**src/rtl/uart_loader_pkg.sv**
```systemverilog
// Shared definitions for the UART frame loader: FSM states, error codes and
// the default frame start marker.
package uart_loader_pkg;

    typedef enum logic [2:0] {
        ST_IDLE   = 3'd0,
        ST_ADDR_H = 3'd1,
        ST_ADDR_L = 3'd2,
        ST_LEN_H  = 3'd3,
        ST_LEN_L  = 3'd4,
        ST_DATA   = 3'd5,
        ST_WRITE  = 3'd6,
        ST_CSUM   = 3'd7
    } state_e;

    localparam logic [1:0] ERR_CSUM    = 2'd1;
    localparam logic [1:0] ERR_OVERRUN = 2'd2;
    localparam logic [1:0] ERR_TIMEOUT = 2'd3;

    localparam logic [7:0] SYNC_BYTE_DEFAULT = 8'h55;

endpackage

```
**src/rtl/uart_loader.sv**
```systemverilog
// Parses SYNC/ADDR/LEN/payload/CSUM frames from a UART byte stream and writes
// the payload to memory, with checksum, overrun and inter-byte timeout checks.
module uart_loader
    import uart_loader_pkg::*;
#(
    parameter int         CLKS_TIMEOUT = 120000,
    parameter logic [7:0] SYNC_BYTE    = SYNC_BYTE_DEFAULT
) (
    input  logic        clk,
    input  logic        rst_n,
    input  logic        rx_valid,
    input  logic [7:0]  rx_byte,
    input  logic        mem_ready,
    output logic        mem_we,
    output logic [15:0] mem_addr,
    output logic [7:0]  mem_data,
    output logic        busy,
    output logic        done,
    output logic        err,
    output logic [1:0]  err_code
);

    localparam int TW = (CLKS_TIMEOUT > 2) ? $clog2(CLKS_TIMEOUT) : 1;
    localparam logic [TW-1:0] TMO_LAST = TW'(CLKS_TIMEOUT - 1);

    state_e        state_q, state_d;
    logic          rx_prev_q, rx_prev_d;
    logic [7:0]    acc_q, acc_d;
    logic [15:0]   cnt_q, cnt_d;
    logic [TW-1:0] tmo_q, tmo_d;
    logic [15:0]   addr_q, addr_d;
    logic [7:0]    data_q, data_d;
    logic          we_q, we_d;
    logic          done_q, done_d;
    logic          err_q, err_d;
    logic [1:0]    code_q, code_d;

    logic          byte_acc;
    logic [7:0]    sum_next;
    logic          tmo_hit;

    always_comb begin
        state_d   = state_q;
        rx_prev_d = rx_valid;
        acc_d     = acc_q;
        cnt_d     = cnt_q;
        addr_d    = addr_q;
        data_d    = data_q;
        we_d      = we_q;
        done_d    = 1'b0;
        err_d     = 1'b0;
        code_d    = code_q;
        tmo_d     = tmo_q;
        tmo_hit   = 1'b0;
        byte_acc  = rx_valid && !rx_prev_q;
        sum_next  = acc_q + rx_byte;

        // The timer freezes during WRITE so a slow memory never times out a frame
        if (byte_acc || state_q == ST_IDLE) begin
            tmo_d = '0;
        end else if (state_q != ST_WRITE) begin
            if (tmo_q == TMO_LAST) tmo_hit = 1'b1;
            else                   tmo_d   = tmo_q + 1'b1;
        end

        case (state_q)
            ST_IDLE: begin
                if (byte_acc && rx_byte == SYNC_BYTE) begin
                    acc_d   = 8'h00;
                    state_d = ST_ADDR_H;
                end
            end
            ST_ADDR_H: if (byte_acc) begin
                addr_d[15:8] = rx_byte;
                acc_d        = sum_next;
                state_d      = ST_ADDR_L;
            end
            ST_ADDR_L: if (byte_acc) begin
                addr_d[7:0] = rx_byte;
                acc_d       = sum_next;
                state_d     = ST_LEN_H;
            end
            ST_LEN_H: if (byte_acc) begin
                cnt_d[15:8] = rx_byte;
                acc_d       = sum_next;
                state_d     = ST_LEN_L;
            end
            ST_LEN_L: if (byte_acc) begin
                cnt_d   = {cnt_q[15:8], rx_byte};
                acc_d   = sum_next;
                state_d = (cnt_d != 16'h0000) ? ST_DATA : ST_CSUM;
            end
            ST_DATA: if (byte_acc) begin
                data_d  = rx_byte;
                acc_d   = sum_next;
                we_d    = 1'b1;
                state_d = ST_WRITE;
            end
            ST_WRITE: begin
                // A new byte before the write drains is an overrun, even if mem_ready is high
                if (byte_acc) begin
                    we_d    = 1'b0;
                    err_d   = 1'b1;
                    code_d  = ERR_OVERRUN;
                    state_d = ST_IDLE;
                end else if (mem_ready) begin
                    we_d    = 1'b0;
                    addr_d  = addr_q + 16'd1;
                    cnt_d   = cnt_q - 16'd1;
                    state_d = (cnt_q == 16'd1) ? ST_CSUM : ST_DATA;
                end
            end
            ST_CSUM: if (byte_acc) begin
                if (sum_next == 8'h00) begin
                    done_d = 1'b1;
                end else begin
                    err_d  = 1'b1;
                    code_d = ERR_CSUM;
                end
                state_d = ST_IDLE;
            end
            default: state_d = ST_IDLE;
        endcase

        if (tmo_hit) begin
            err_d   = 1'b1;
            code_d  = ERR_TIMEOUT;
            tmo_d   = '0;
            state_d = ST_IDLE;
        end
    end

    always_ff @(posedge clk or negedge rst_n) begin
        if (!rst_n) begin
            state_q   <= ST_IDLE;
            rx_prev_q <= 1'b1;
            acc_q     <= 8'h00;
            cnt_q     <= 16'h0000;
            tmo_q     <= '0;
            addr_q    <= 16'h0000;
            data_q    <= 8'h00;
            we_q      <= 1'b0;
            done_q    <= 1'b0;
            err_q     <= 1'b0;
            code_q    <= 2'd0;
        end else begin
            state_q   <= state_d;
            rx_prev_q <= rx_prev_d;
            acc_q     <= acc_d;
            cnt_q     <= cnt_d;
            tmo_q     <= tmo_d;
            addr_q    <= addr_d;
            data_q    <= data_d;
            we_q      <= we_d;
            done_q    <= done_d;
            err_q     <= err_d;
            code_q    <= code_d;
        end
    end

    assign mem_we   = we_q;
    assign mem_addr = addr_q;
    assign mem_data = data_q;
    assign busy     = (state_q != ST_IDLE);
    assign done     = done_q;
    assign err      = err_q;
    assign err_code = code_q;

endmodule
```
**config.mk**
```make
export PLATFORM = sky130hd
export DESIGN_NAME = uart_loader
export DESIGN_NICKNAME = d
export VERILOG_FILES = /design/src/rtl/uart_loader_pkg.sv /design/src/rtl/uart_loader.sv
export SDC_FILE = /design/constraint.sdc
export NUM_CORES = 1
export LEC_CHECK = 0
export BUFFER_PORTS_ARGS = -buffer_cell sky130_fd_sc_hd__buf_2
export CORE_AREA = 2 2 106 149
export CTS_CLUSTER_SIZE = 10
export DETAILED_ROUTE_END_ITERATION = 8
export DIE_AREA = 0 0 108 151
export GPL_TIMING_DRIVEN = 0
export SETUP_SLACK_MARGIN = 0.4
export SLEW_MARGIN = 30
export SYNTH_ARGS = -nofsm -noshare
export SYNTH_HDL_FRONTEND = slang
export SYNTH_SLANG_ARGS = --single-unit
```
**constraint.sdc**
```tcl
create_clock -name clk -period 2.8 [get_ports clk]
set_input_delay 0.14 -clock clk [delete_from_list [all_inputs] [get_ports clk]]
set_output_delay 0.14 -clock clk [all_outputs]
set_load 0.005 [all_outputs]
```
==> results.md <==
Run status:
- The flow ran to the end, and the final reports show no timing, DRC or antenna violations.

Clock network:
- The number of clock buffers added by TritonCTS is 9.
- The depth of the CTS H-tree is 3.
- The sink count of the clock tree is 74.
- Clock tree synthesis selected as its root buffer the cell sky130_fd_sc_hd__clkbuf_16.
- TritonCTS built the clock tree.
- The source-to-sink clock delay at the later pin of the worst-skew pair is 340 ps.
- Clock-pin slew was measured on the worst setup and hold paths at 60 ps.
- The clock passes through at most 2 buffers.

STA:
- Clock skew on the completed layout was measured at 6.870 ps.
- In the finished design, the share of the clock period the worst path needs comes to 0.8031.
- After layout, the worst setup slack is 551.3 ps.
- The number of hold violations in the final report is 0.
- In this run the tightest slew margin relative to its limit is 0.4175.
- Setup total negative slack on the finished layout was measured at 0 ps.
- The worst path in the final design needs a cycle of 2249 ps, including I/O delays and setup.
- Setup repair after global routing left no endpoint under its margin.
- The highest clock rate is 444.7 MHz.
- The transition at the pin with the smallest max-transition slack is 873.7 ps.
- The max-slew violation count came to 0.
- Setup violations remaining at the end of the flow were counted as 0.

Power and ir drop:
- The cell area power density is 1024 nW/µm².
- The leakage power is 2.207 nW.
- Across the VDD grid, the largest voltage drop is 628.4 µV.

Yosys:
- The count of warnings emitted by yosys is 0.
- The post-synthesis async set-or-reset flop share is 1.000.
- Counting every net in the synthesized netlist gives 508.
- The primary flip-flop cell chosen by synthesis mapping is sky130_fd_sc_hd__dfrtp_1.
- In this run the cell area of the synthesized design comes to 4385 µm².
- The number of synthesized flops with an enable pin is 0.
- By count the netlist is led by 73 x sky130_fd_sc_hd__dfrtp_1, 50 x sky130_fd_sc_hd__nand2_1, 46 x sky130_fd_sc_hd__nor2_1.
- After synthesis, the mean cell area works out to 9.061 µm².
- Among all cell types in the netlist, the one instantiated most often is sky130_fd_sc_hd__dfrtp_1.
- The synthesized netlist cell count is 484.
- The number of unique standard cell types used by synthesis is 78.
- The sequential area share after synthesis is 0.4225.
- The share of the synthesized area in the top cell type is 0.4165.
- The register bit count reported by yosys is 74.
- The largest area contributor in the synthesized netlist is sky130_fd_sc_hd__dfrtp_1.
- After synthesis, the cell types taking the most area are sky130_fd_sc_hd__dfrtp_1 42%, sky130_fd_sc_hd__o21ai_0 5.0%, sky130_fd_sc_hd__nand2_1 4.3%.

Cells and area:
- The ratio of cells with drive above 1 in the final layout is 0.1945.
- The final layout contains 564 nets.
- Compared with the post-synthesis result, the final layout area differs by 19.89%.
- The number of antenna diodes in the final layout is 0.

Die:
- The floorplan step defined a die boundary enclosing 16310 µm².
- Row generation in the floorplan step produced 53 rows.
- The I/O pin count is 42.
- The initial utilization of the core area, before any placement, comes to 0.2939.
- The height of the chip is 151 µm.
- Measured along the x axis, the die boundary spans 108 µm.
- The core outline area is 14920 µm².

GRT:
- The pin count of the biggest net entering global routing is 42.
- The first global-routing pass estimated 20010 µm of wire.
- After global routing the overflow that remains totals 0.
- For met3 alone, demand over resource in global routing was 0.02324.
- The met1 track demand over resource in global routing is 0.1893.
- The most utilized layer in the global route result is met2.
- The met2 usage in global routing is 0.2704.
- The number of antenna violations at the first check in global routing is 0.
- Across every metal layer, demand over resource in global routing totals 0.1549.
- The number of global-route vias before repair is 3898.

Critical path:
- Along the worst path, the maximum fanout reaches 3.
- The cell type group with the largest total delay on the critical path is compound AO/OA/AOI/OAI gates.
- Walking the worst path, the cells encountered are ha_4 -> fa_2 -> a211oi_4 -> o21ba_4 -> o221ai_2 -> nor3_4 -> a21oi_2 -> o32a_1.
- For this run, the slowest stage of the critical path takes 410 ps.
- The arrival time at the worst endpoint is 2470 ps.
- For the worst setup path, the data required time is 3020 ps.
- The slowest library cell on the worst path is sky130_fd_sc_hd__dfrtp_1.
- The nature of the critical path startpoint is a flop.
- The type of the setup path with the least slack is flop to flop.
- STA classifies the critical path endpoint as a flop.
- Together, buffers and inverters on the worst path number 0.

Min path:
- The min-delay analysis places its worst path in the category input pin to flop.

Run:
- The number of max-cap violations is 0.

Routing:
- The number of DRC violations after detailed routing is 0.
- In this run, the number of DRC markers left after iteration 0 of detailed routing was 189.
- The routed wire length is 12280 µm.
- In this run the remaining antenna-violating nets after routing total 0.
- For this run, the detailed router's first-pass iteration total came to 5.
- The detailed-route vias per instance is 5.444.
- The detailed-route via count is 4012.
- In the final routed layout, each cell accounts on average for 16.66 µm.

Place:
- The placer congestion estimate is 0.8903.
- The half-perimeter wire length of the detailed placement result is 9006 µm.
- The count of buffers added on input and output ports is 41.
- Before CTS, the worst setup slack after placement is 318.1 ps.
-- power by group --
part | internal (W) | leakage, nW | switching, W
Combinational | 0.000969 | 1.14 | 0.00127
Clock | 0.000806 | 0.155 | 0.000470
Sequential | 0.00147 | 0.913 | 0.000397
Total | 0.00325 | 2.21 | 0.00213
-- state kept, by name, indices dropped and copies added, names as in the netlist --
register,cells
acc_q,8
cnt_q,16
done,1
err,1
err_code,2
mem_addr,16
mem_data,8
mem_we,1
rx_prev_q,1
state_q,3
tmo_q,17
-- area by class of cell --
type / count / area [µm²]
Buffer: 21 / 103.9
Tap cell: 192 / 240.2
Sequential cell: 74 / 1853
Timing Repair Buffer: 45 / 255.2
Multi-Input combinational cell: 382 / 2451
Fill cell: 1518 / 9663
Inverter: 7 / 26.28
Clock inverter: 6 / 88.84
Clock buffer: 10 / 239.0
-- cells by family after synthesis --
| family | count (synthesis) | synth area share |
|---|---|---|
| adder cells (fa/ha/maj) | 12 | 0.03595 |
| XOR/XNOR | 11 | 0.02197 |
| multiplexers | 10 | 0.02511 |
| AO/OA/AOI/OAI | 160 | 0.2399 |
| AND/OR/NAND/NOR | 189 | 0.2248 |
| flip-flops | 74 | 0.4225 |
| buffers and inverters | 28 | 0.02967 |
-- metal layers --
| metal | share of wire | vias to the layer above |
|---|---|---|
| li1 | - | 1919 |
| met1 | 0.43 | 1967 |
| met2 | 0.51 | 99 |
| met3 | 0.031 | 27 |
| met4 | 0.028 | 0 |
| met5 | 0 | - |
-- worst register-to-register path, cell delays in order (launching register included) --
cell and delay (ps):
sky130_fd_sc_hd__dfrtp_1 410, sky130_fd_sc_hd__ha_4 190, sky130_fd_sc_hd__fa_2 380, sky130_fd_sc_hd__a211oi_4 270, sky130_fd_sc_hd__o21ba_4 170, sky130_fd_sc_hd__o221ai_2 100
sky130_fd_sc_hd__nor3_4 250, sky130_fd_sc_hd__a21oi_2 100, sky130_fd_sc_hd__o32a_1 280
-- final timing paths --
path | endpoint | from | cells after the start | slack [ps]
setup / recovery | err_code[0] | acc_q[0] | 8 | 550
hold / removal | mem_data[7] | rx_byte[7] | 2 | 120
setup reg to reg | err_code[0] | acc_q[0] | 8 | 550
hold reg to reg | cnt_q[7] | cnt_q[7] | 1 | 480
max in group asynchronous | tmo_q[14] | rst_n | 3 | 1870
min in group asynchronous | mem_addr[4] | rst_n | 2 | 350
-- repair_timing --
item | in CTS | in global routing
setup endpoints to repair | 2 | 2
pin swaps | 3 | 6
hold buffers | 2 | 0
hold endpoints to repair | 40 | 0
buffers inserted | 1 | 0
gates resized for setup | 3 | 5
-- stage by stage --
stage                     std cells  total power, W  hold slack (ps)  area [µm²]    util
after CTS                       737        0.005342            122.7        5221  0.3499
after detailed placement        718        0.004024            167.9        4853  0.3253
after global placement          717        0.003955            271.9        4831  0.3238
final                           737        0.005383            119.2        5258  0.3524
after global routing            737        0.005761            140.9        5258  0.3524
after floorplan                 484        0.003304           -155.6        4385       -
-- cells in the final DEF (no fill, tap or decap), types with 3 or more instances in the layout --
cell type,n
sky130_fd_sc_hd__o22a_1,3
sky130_fd_sc_hd__o21ai_0,44
sky130_fd_sc_hd__o31ai_1,9
sky130_fd_sc_hd__clkbuf_1,3
sky130_fd_sc_hd__nor2b_1,7
sky130_fd_sc_hd__nor3_1,10
sky130_fd_sc_hd__a31oi_1,6
sky130_fd_sc_hd__clkbuf_16,9
sky130_fd_sc_hd__buf_2,53
sky130_fd_sc_hd__nand2_1,50
sky130_fd_sc_hd__xnor2_1,3
sky130_fd_sc_hd__and3_1,13
sky130_fd_sc_hd__a21oi_1,36
sky130_fd_sc_hd__nand3_1,14
sky130_fd_sc_hd__and4_1,4
sky130_fd_sc_hd__or3_1,8
sky130_fd_sc_hd__xor2_1,8
sky130_fd_sc_hd__a2bb2oi_1,3
sky130_fd_sc_hd__buf_4,4
sky130_fd_sc_hd__nor2_1,46
sky130_fd_sc_hd__a21o_1,4
sky130_fd_sc_hd__a22o_1,14
sky130_fd_sc_hd__nand4_1,9
sky130_fd_sc_hd__nand2b_1,4
sky130_fd_sc_hd__o22ai_1,4
sky130_fd_sc_hd__mux2_2,8
sky130_fd_sc_hd__o21ai_1,7
sky130_fd_sc_hd__inv_1,7
sky130_fd_sc_hd__dfrtp_1,73
sky130_fd_sc_hd__ha_1,10
Power figures use the tool's default switching activity.
